===== config.mk =====
export PLATFORM = sky130hd
export DESIGN_NAME = decode_stage
export DESIGN_NICKNAME = d
export VERILOG_FILES = /design/src/rtl/decode_stage.sv
export SDC_FILE = /design/constraint.sdc
export NUM_CORES = 2
export LEC_CHECK = 0
export ABC_AREA = 0
export CAP_MARGIN = 0
export CORE_MARGIN = 3
export CORE_UTILIZATION = 57
export CTS_BUF_LIST = sky130_fd_sc_hd__clkbuf_4
export CTS_CLUSTER_DIAMETER = 200
export DETAILED_ROUTE_END_ITERATION = 10
export GPL_TIMING_DRIVEN = 0
export PLACE_DENSITY = 0.76
export SETUP_SLACK_MARGIN = 0.4
export SYNTH_ARGS = -nofsm -noshare
export SYNTH_HDL_FRONTEND = slang
export SYNTH_SLANG_ARGS = --single-unit
export TNS_END_PERCENT = 10

===== constraint.sdc =====
create_clock -name clk -period 44.4 [get_ports clk]
set_input_delay 8.88 -clock clk [delete_from_list [all_inputs] [get_ports clk]]
set_output_delay 8.88 -clock clk [all_outputs]
set_load 0.02 [all_outputs]

===== src/rtl/decode_stage.sv =====
// rtl/decode_stage.sv - RV32I ID stage: field/immediate decode, register file, load-use hazard, ID/EX latch
//
// Ports:
//   clk, reset            pipeline clock, asynchronous active-high reset
//   if_ir, if_pc          instruction word and its word address from IF/ID
//   branch_cond           taken branch from EX/MEM; flushes this stage
//   wb_en, wb_rd, wb_data register-file write port from MEM/WB
//   hazard                combinational load-use stall request to fetch
//   id_ex_*               registered ID/EX latch (valid = 0 marks a bubble)
//   bubble_count          saturating count of load-use bubbles inserted
module decode_stage #(
  parameter int XLEN = 32,
  parameter int NREG = 32
) (
  input  logic            clk,
  input  logic            reset,
  input  logic [31:0]     if_ir,
  input  logic [31:0]     if_pc,
  input  logic            branch_cond,
  input  logic            wb_en,
  input  logic [4:0]      wb_rd,
  input  logic [XLEN-1:0] wb_data,
  output logic            hazard,
  output logic            id_ex_valid,
  output logic [31:0]     id_ex_pc,
  output logic [XLEN-1:0] id_ex_rs1_val,
  output logic [XLEN-1:0] id_ex_rs2_val,
  output logic [31:0]     id_ex_imm,
  output logic [4:0]      id_ex_rs1,
  output logic [4:0]      id_ex_rs2,
  output logic [4:0]      id_ex_rd,
  output logic [6:0]      id_ex_opcode,
  output logic [2:0]      id_ex_funct3,
  output logic            id_ex_funct7b5,
  output logic            id_ex_reg_write,
  output logic            id_ex_mem_read,
  output logic            id_ex_mem_write,
  output logic            id_ex_branch,
  output logic            id_ex_jump,
  output logic            id_ex_alu_src,
  output logic            id_ex_illegal,
  output logic [15:0]     bubble_count
);

  localparam logic [6:0] OP_REG    = 7'b0110011;
  localparam logic [6:0] OP_IMM    = 7'b0010011;
  localparam logic [6:0] OP_LOAD   = 7'b0000011;
  localparam logic [6:0] OP_STORE  = 7'b0100011;
  localparam logic [6:0] OP_BRANCH = 7'b1100011;
  localparam logic [6:0] OP_LUI    = 7'b0110111;
  localparam logic [6:0] OP_AUIPC  = 7'b0010111;
  localparam logic [6:0] OP_JAL    = 7'b1101111;
  localparam logic [6:0] OP_JALR   = 7'b1100111;

  // Field extraction
  logic [4:0] rs1, rs2, rd;
  logic [6:0] opcode;
  logic [2:0] funct3;
  logic       funct7b5;

  assign rs1      = if_ir[19:15];
  assign rs2      = if_ir[24:20];
  assign rd       = if_ir[11:7];
  assign opcode   = if_ir[6:0];
  assign funct3   = if_ir[14:12];
  assign funct7b5 = if_ir[30];

  // Opcode classification
  logic is_r, is_i, is_ld, is_st, is_br, is_lui, is_auipc, is_jal, is_jalr, legal;

  always_comb begin
    is_r     = 1'b0;
    is_i     = 1'b0;
    is_ld    = 1'b0;
    is_st    = 1'b0;
    is_br    = 1'b0;
    is_lui   = 1'b0;
    is_auipc = 1'b0;
    is_jal   = 1'b0;
    is_jalr  = 1'b0;
    case (opcode)
      OP_REG:    is_r     = 1'b1;
      OP_IMM:    is_i     = 1'b1;
      OP_LOAD:   is_ld    = 1'b1;
      OP_STORE:  is_st    = 1'b1;
      OP_BRANCH: is_br    = 1'b1;
      OP_LUI:    is_lui   = 1'b1;
      OP_AUIPC:  is_auipc = 1'b1;
      OP_JAL:    is_jal   = 1'b1;
      OP_JALR:   is_jalr  = 1'b1;
      default:   ;
    endcase
  end

  assign legal = is_r | is_i | is_ld | is_st | is_br | is_lui | is_auipc | is_jal | is_jalr;

  // Immediate generation; R-type and unknown opcodes carry no immediate
  logic [31:0] imm;

  always_comb begin
    imm = 32'd0;
    if (is_i || is_ld || is_jalr)
      imm = {{20{if_ir[31]}}, if_ir[31:20]};
    else if (is_st)
      imm = {{20{if_ir[31]}}, if_ir[31:25], if_ir[11:7]};
    else if (is_br)
      imm = {{19{if_ir[31]}}, if_ir[31], if_ir[7], if_ir[30:25], if_ir[11:8], 1'b0};
    else if (is_lui || is_auipc)
      imm = {if_ir[31:12], 12'd0};
    else if (is_jal)
      imm = {{11{if_ir[31]}}, if_ir[31], if_ir[19:12], if_ir[20], if_ir[30:21], 1'b0};
  end

  // Control bits; all zero for unknown opcodes since no class flag is set
  logic dec_reg_write, dec_mem_read, dec_mem_write, dec_branch, dec_jump, dec_alu_src;
  logic uses_rs1, uses_rs2;

  assign dec_reg_write = (is_r | is_i | is_ld | is_lui | is_auipc | is_jal | is_jalr) && (rd != 5'd0);
  assign dec_mem_read  = is_ld;
  assign dec_mem_write = is_st;
  assign dec_branch    = is_br;
  assign dec_jump      = is_jal | is_jalr;
  assign dec_alu_src   = is_i | is_ld | is_st | is_lui | is_auipc | is_jal | is_jalr;
  assign uses_rs1      = is_r | is_i | is_ld | is_jalr | is_st | is_br;
  assign uses_rs2      = is_r | is_st | is_br;

  // Register file: x0 is never written and always reads as zero
  logic [XLEN-1:0] regs_q [NREG];
  logic [XLEN-1:0] rs1_val, rs2_val;
  logic            wb_fire;

  assign wb_fire = wb_en && (wb_rd != 5'd0);

  always_ff @(posedge clk or posedge reset) begin
    if (reset) begin
      for (int i = 0; i < NREG; i++) regs_q[i] <= '0;
    end else if (wb_fire) begin
      regs_q[wb_rd] <= wb_data;
    end
  end

  // Write-through bypass so a same-cycle writeback is seen by this decode
  always_comb begin
    rs1_val = '0;
    rs2_val = '0;
    if (rs1 != 5'd0) rs1_val = (wb_fire && wb_rd == rs1) ? wb_data : regs_q[rs1];
    if (rs2 != 5'd0) rs2_val = (wb_fire && wb_rd == rs2) ? wb_data : regs_q[rs2];
  end

  // ID/EX latch
  logic            valid_q, valid_d;
  logic [31:0]     pc_q, pc_d, imm_q, imm_d;
  logic [XLEN-1:0] rs1_val_q, rs1_val_d, rs2_val_q, rs2_val_d;
  logic [4:0]      rs1_q, rs1_d, rs2_q, rs2_d, rd_q, rd_d;
  logic [6:0]      opcode_q, opcode_d;
  logic [2:0]      funct3_q, funct3_d;
  logic            funct7b5_q, funct7b5_d;
  logic            reg_write_q, reg_write_d, mem_read_q, mem_read_d, mem_write_q, mem_write_d;
  logic            branch_q, branch_d, jump_q, jump_d, alu_src_q, alu_src_d, illegal_q, illegal_d;
  logic [15:0]     bubble_count_q, bubble_count_d;

  // A branch flush squashes the instruction in ID, so it cannot stall
  assign hazard = valid_q && mem_read_q && (rd_q != 5'd0) &&
                  ((rd_q == rs1 && uses_rs1) || (rd_q == rs2 && uses_rs2)) &&
                  !branch_cond;

  always_comb begin
    // Data fields always follow the decode; bubbles are marked by valid = 0
    pc_d           = if_pc;
    imm_d          = imm;
    rs1_val_d      = rs1_val;
    rs2_val_d      = rs2_val;
    rs1_d          = rs1;
    rs2_d          = rs2;
    rd_d           = rd;
    opcode_d       = opcode;
    funct3_d       = funct3;
    funct7b5_d     = funct7b5;
    valid_d        = 1'b1;
    reg_write_d    = dec_reg_write;
    mem_read_d     = dec_mem_read;
    mem_write_d    = dec_mem_write;
    branch_d       = dec_branch;
    jump_d         = dec_jump;
    alu_src_d      = dec_alu_src;
    illegal_d      = !legal;
    bubble_count_d = bubble_count_q;
    if (branch_cond || hazard) begin
      valid_d     = 1'b0;
      reg_write_d = 1'b0;
      mem_read_d  = 1'b0;
      mem_write_d = 1'b0;
      branch_d    = 1'b0;
      jump_d      = 1'b0;
      alu_src_d   = 1'b0;
      illegal_d   = 1'b0;
      if (!branch_cond && bubble_count_q != 16'hFFFF)
        bubble_count_d = bubble_count_q + 16'd1;
    end
  end

  always_ff @(posedge clk or posedge reset) begin
    if (reset) begin
      valid_q        <= 1'b0;
      pc_q           <= '0;
      imm_q          <= '0;
      rs1_val_q      <= '0;
      rs2_val_q      <= '0;
      rs1_q          <= '0;
      rs2_q          <= '0;
      rd_q           <= '0;
      opcode_q       <= '0;
      funct3_q       <= '0;
      funct7b5_q     <= 1'b0;
      reg_write_q    <= 1'b0;
      mem_read_q     <= 1'b0;
      mem_write_q    <= 1'b0;
      branch_q       <= 1'b0;
      jump_q         <= 1'b0;
      alu_src_q      <= 1'b0;
      illegal_q      <= 1'b0;
      bubble_count_q <= '0;
    end else begin
      valid_q        <= valid_d;
      pc_q           <= pc_d;
      imm_q          <= imm_d;
      rs1_val_q      <= rs1_val_d;
      rs2_val_q      <= rs2_val_d;
      rs1_q          <= rs1_d;
      rs2_q          <= rs2_d;
      rd_q           <= rd_d;
      opcode_q       <= opcode_d;
      funct3_q       <= funct3_d;
      funct7b5_q     <= funct7b5_d;
      reg_write_q    <= reg_write_d;
      mem_read_q     <= mem_read_d;
      mem_write_q    <= mem_write_d;
      branch_q       <= branch_d;
      jump_q         <= jump_d;
      alu_src_q      <= alu_src_d;
      illegal_q      <= illegal_d;
      bubble_count_q <= bubble_count_d;
    end
  end

  assign id_ex_valid     = valid_q;
  assign id_ex_pc        = pc_q;
  assign id_ex_imm       = imm_q;
  assign id_ex_rs1_val   = rs1_val_q;
  assign id_ex_rs2_val   = rs2_val_q;
  assign id_ex_rs1       = rs1_q;
  assign id_ex_rs2       = rs2_q;
  assign id_ex_rd        = rd_q;
  assign id_ex_opcode    = opcode_q;
  assign id_ex_funct3    = funct3_q;
  assign id_ex_funct7b5  = funct7b5_q;
  assign id_ex_reg_write = reg_write_q;
  assign id_ex_mem_read  = mem_read_q;
  assign id_ex_mem_write = mem_write_q;
  assign id_ex_branch    = branch_q;
  assign id_ex_jump      = jump_q;
  assign id_ex_alu_src   = alu_src_q;
  assign id_ex_illegal   = illegal_q;
  assign bubble_count    = bubble_count_q;

endmodule


==> flow_metrics.py <==
metrics = {
    "status": {
        "status": "finished, violations left",
        "violations": "capacitance limit, slew limit",
    },
    "setup_path": {
        "path_class": "in2out",
        "cp_cell_sequence": "clkdlybuf4s50_1 > buf_4 > xor2_1 > nor3_1 > nand4_1 > a211oi_2 > buf_2 > nor2b_1 > clkdlybuf4s50_1",
        "crit_fanout": 10,
        "crit_cells": 9,
        "reg2reg_from": "id_ex_rd[4]",
        "crit_buf_inv": 4,
        "ff2ff_setup_slack_ns": 41.89,
        "crit_slowest_cell": "a211oi_2",
        "cp-start-kind": "input port",
        "cp_top_family": "buffers and inverters",
        "crit_path_end": "hazard",
        "reg2reg_depth": 7,
        "reg2reg_to": "bubble_count[3]",
        "cpMostUsedCell": "clkdlybuf4s50_1",
        "crit_path_end_kind": "output pin",
        "critPathLaunch": "if_ir[20]",
        "required_ns": 35.52,
        "crit_arrival_ns": 12.00,
        "worst_path_largest_cell_delay_ns": 0.71,
    },
    "synth": {
        "netlist_instances": 4036,
        "synthArstFlopShare": 1.00,
        "ys_types": 64,
        "synth_nets": 4142,
        "synth_seq_cells": 1202,
        "synth_ff_type": "dfrtp_1",
        "synth_top_family_by_area": "multiplexers",
        "synth_warnings": 0,
        "synth-xor-area-share": 0.00495,
        "yosys.area_share.simple": 0.0325,
        "synth_mux_area_frac": 0.385,
        "seq_area_frac_synth": 0.500,
        "synth-edff-count": 0,
        "yosys.area_share.adder": 0.000208,
        "synthesis.area_um2": 60200,
        "syn-mean-instance-area_um2": 14.9,
        "synth-compound-area-share": 0.0445,
    },
    "clocking": {
        "clk_path_buf_depth": 4,
        "cts.sinks": 1202,
        "cts_root_buf": "clkbuf_4",
        "post_cts_buffers": 0,
        "postCtsHoldBufs": 0,
        "insertion_delay_ns": 1.32,
        "numCtsBuffers": 337,
        "ctsResizeCount": 0,
        "cts_tree": "done",
        "cts_max_level": 5,
        "path_clk_slew_ns": 0.07,
    },
    "floorplanning": {
        "core_area_um2": 104000,
        "initial_core_util": 0.578,
        "fp.dieW_um": 331,
        "ioPinCount": 284,
        "placement_rows": 118,
        "die_y_um": 331,
        "dieArea_um2": 110000,
    },
    "sta": {
        "clock.fmax_ghz": 0.0479,
        "whs_ns": 0.480,
        "worstMarginPinSlew_ns": 1.71,
        "clock_skew_ns": 0.110,
        "layout_min_cycle_time_ns": 20.88,
        "setup_viol": 0,
        "fin_crit_sh": 0.470,
        "rsz0062_at_grt": "false",
        "tns_ns": 0,
        "hold_viol": 0,
        "slew_headroom": -0.143,
        "slew_viol_final": 214,
    },
    "layout": {
        "layout_common_cells": "dfrtp_1, mux2_2, clkbuf_4",
        "finalNetCount": 4780,
        "mostFrequentLayoutCell": "dfrtp_1",
        "final_core_util": 0.664,
        "syn2layout_area_growth_pct": 15.0,
        "drive_above_1_share": 0.438,
        "final_cells": 6291,
    },
    "job": {
        "drv_cap": 24,
    },
    "grt": {
        "grt_pass1_vias": 45000,
        "track_usage": 0.441,
        "grt_start_max_net_pins": 122,
        "grt_pass1_wl_um": 331000,
        "antenna_found_initial": 20,
        "gr-total-overflow": 0,
    },
    "power_and_ir_drop": {
        "power_switching_share": 0.295,
        "p_int_mw": 2.16,
        "p_per_area_nw_per_um2": 44.2,
        "switching_power_mw": 0.904,
        "vdd_drop_max_uv": 34.0,
        "leakagePower_nw": 30.6,
        "clockPowerShare": 0.327,
        "seqPwrFrac": 0.464,
        "p_comb_frac": 0.209,
    },
    "worst_hold_path": {
        "min_path_type": "reg2reg",
    },
    "place": {
        "gp_congestion": 1.05,
        "dp_hpwl_um": 158000,
        "io_buffers": 281,
        "dp.cells": 5711,
    },
    "routing": {
        "routed_wl_um": 239000,
        "vias": 45700,
        "drtIter0Drc": 7159,
        "avgViaCountPerCell": 7.27,
        "ant_nets": 0,
        "drc_errors": 0,
        "drtPass1Iterations": 8,
        "avgRoutedWirePerCell_um": 38.0,
    },
}
-- sequential cells by signal, summed over array words and instances, names as in the netlist --
signal           count
id_ex_rs1            5
regs_q            1024
id_ex_alu_src        1
id_ex_rs2            5
id_ex_mem_read       1
id_ex_rs1_val       32
id_ex_pc            32
id_ex_valid          1
id_ex_funct7b5       1
id_ex_illegal        1
id_ex_branch         1
id_ex_rs2_val       32
id_ex_jump           1
id_ex_opcode         7
bubble_count        16
id_ex_imm           32
id_ex_rd             5
id_ex_reg_write      1
id_ex_mem_write      1
id_ex_funct3         3
-- layer usage --
| layer | global-route usage | vias up | share of wire |
|---|---|---|---|
| met5 | 0.0177 | - | 0.0017 |
| met4 | 0.314 | 18 | 0.088 |
| met3 | 0.215 | 1247 | 0.16 |
| met2 | 0.597 | 4074 | 0.41 |
| met1 | 0.550 | 23400 | 0.34 |
| li1 | - | 17000 | - |
-- power groups by stage --
| stage | sequential [mW] | combinational [mW] | clock (mW) |
|---|---|---|---|
| 2_1_floorplan | 1.41 | 0.431 | 0 |
| 3_3_place_gp | 1.42 | 0.603 | 0 |
| 3_5_place_dp | 1.43 | 0.622 | 0 |
| 4_1_cts | 1.41 | 0.624 | 0.998 |
| 5_1_grt | 1.44 | 0.665 | 1.06 |
| 6_report | 1.42 | 0.640 | 1.00 |
-- synthesized netlist by cell type (all sizes together), types with 2 or more instances --
cell type / count / area, um^2
and2: 35 / 219
o22ai: 95 / 594
a2111oi: 2 / 17.5
clkbuf: 207 / 777
nand4: 7 / 43.8
mux2i: 188 / 1880
nor4: 16 / 121
dfrtp: 1202 / 30100
o22a: 39 / 342
and4b: 2 / 20.0
or2: 5 / 31.3
o21ai: 22 / 110
nor2b: 22 / 138
a32o: 41 / 410
nand2b: 8 / 50.1
a21boi: 3 / 22.5
nand4b: 4 / 35.0
inv: 3 / 11.3
or4: 3 / 22.5
or3: 2 / 12.5
a21o: 21 / 158
and3: 19 / 119
xnor2: 21 / 184
buf: 225 / 1230
nand3: 42 / 210
a22o: 3 / 26.3
mux4: 447 / 10100
nand3b: 4 / 30.0
nor3b: 3 / 22.5
a211oi: 44 / 335
nor3: 67 / 352
xor2: 13 / 114
nor2: 56 / 218
a21oi: 19 / 95.1
mux2: 996 / 11200
a31oi: 2 / 12.5
a221oi: 15 / 131
a22oi: 47 / 353
nand2: 75 / 282
-- cell families (layout without fill, tap and decap cells) --
family                   count (synthesis)  after routing
multiplexers                          1631           1631
flip-flops                            1202           1202
buffers and inverters                  435           1282
AND/OR/NAND/NOR                        372            372
AO/OA/AOI/OAI                          361            361
XOR/XNOR                                34             34
adder cells (fa/ha/maj)                  1              1
other                                    0             28
-- per-stage QoR --
step | total power, mW | area (um^2) | worst slack, ns
2_1_floorplan | 1.84 | 60200 | 1.66
3_3_place_gp | 2.03 | 64700 | -12.02
3_5_place_dp | 2.05 | 65100 | 23.62
4_1_cts | 3.03 | 69100 | 23.59
5_1_grt | 3.16 | 69200 | 23.31
6_report | 3.06 | 69300 | 23.52
-- final cells by class --
cell class / count / area, um^2
clock inverter: 54 / 293
sequential: 1202 / 30100
buffer: 432 / 2030
clock buffer: 494 / 3710
multi-input combinational: 2399 / 28100
antenna: 28 / 70.1
fill: 7753 / 35000
timing repair buffer: 299 / 3220
tap: 1380 / 1730
inverter: 3 / 18.8
-- worst min-delay path by stage --
stage                       from            to  slack (ns)  depth (start not counted)
global placement    regs_q[1023]  regs_q[1023]        0.45                          1
finish              regs_q[1003]  regs_q[1003]        0.48                          1
CTS                 regs_q[1019]  regs_q[1019]        0.48                          1
global route        regs_q[1007]  regs_q[1007]        0.49                          1
detailed placement  regs_q[1012]  regs_q[1012]        0.47                          1
floorplan           regs_q[1000]  regs_q[1000]        0.44                          1
Power figures use the tool's default switching activity.
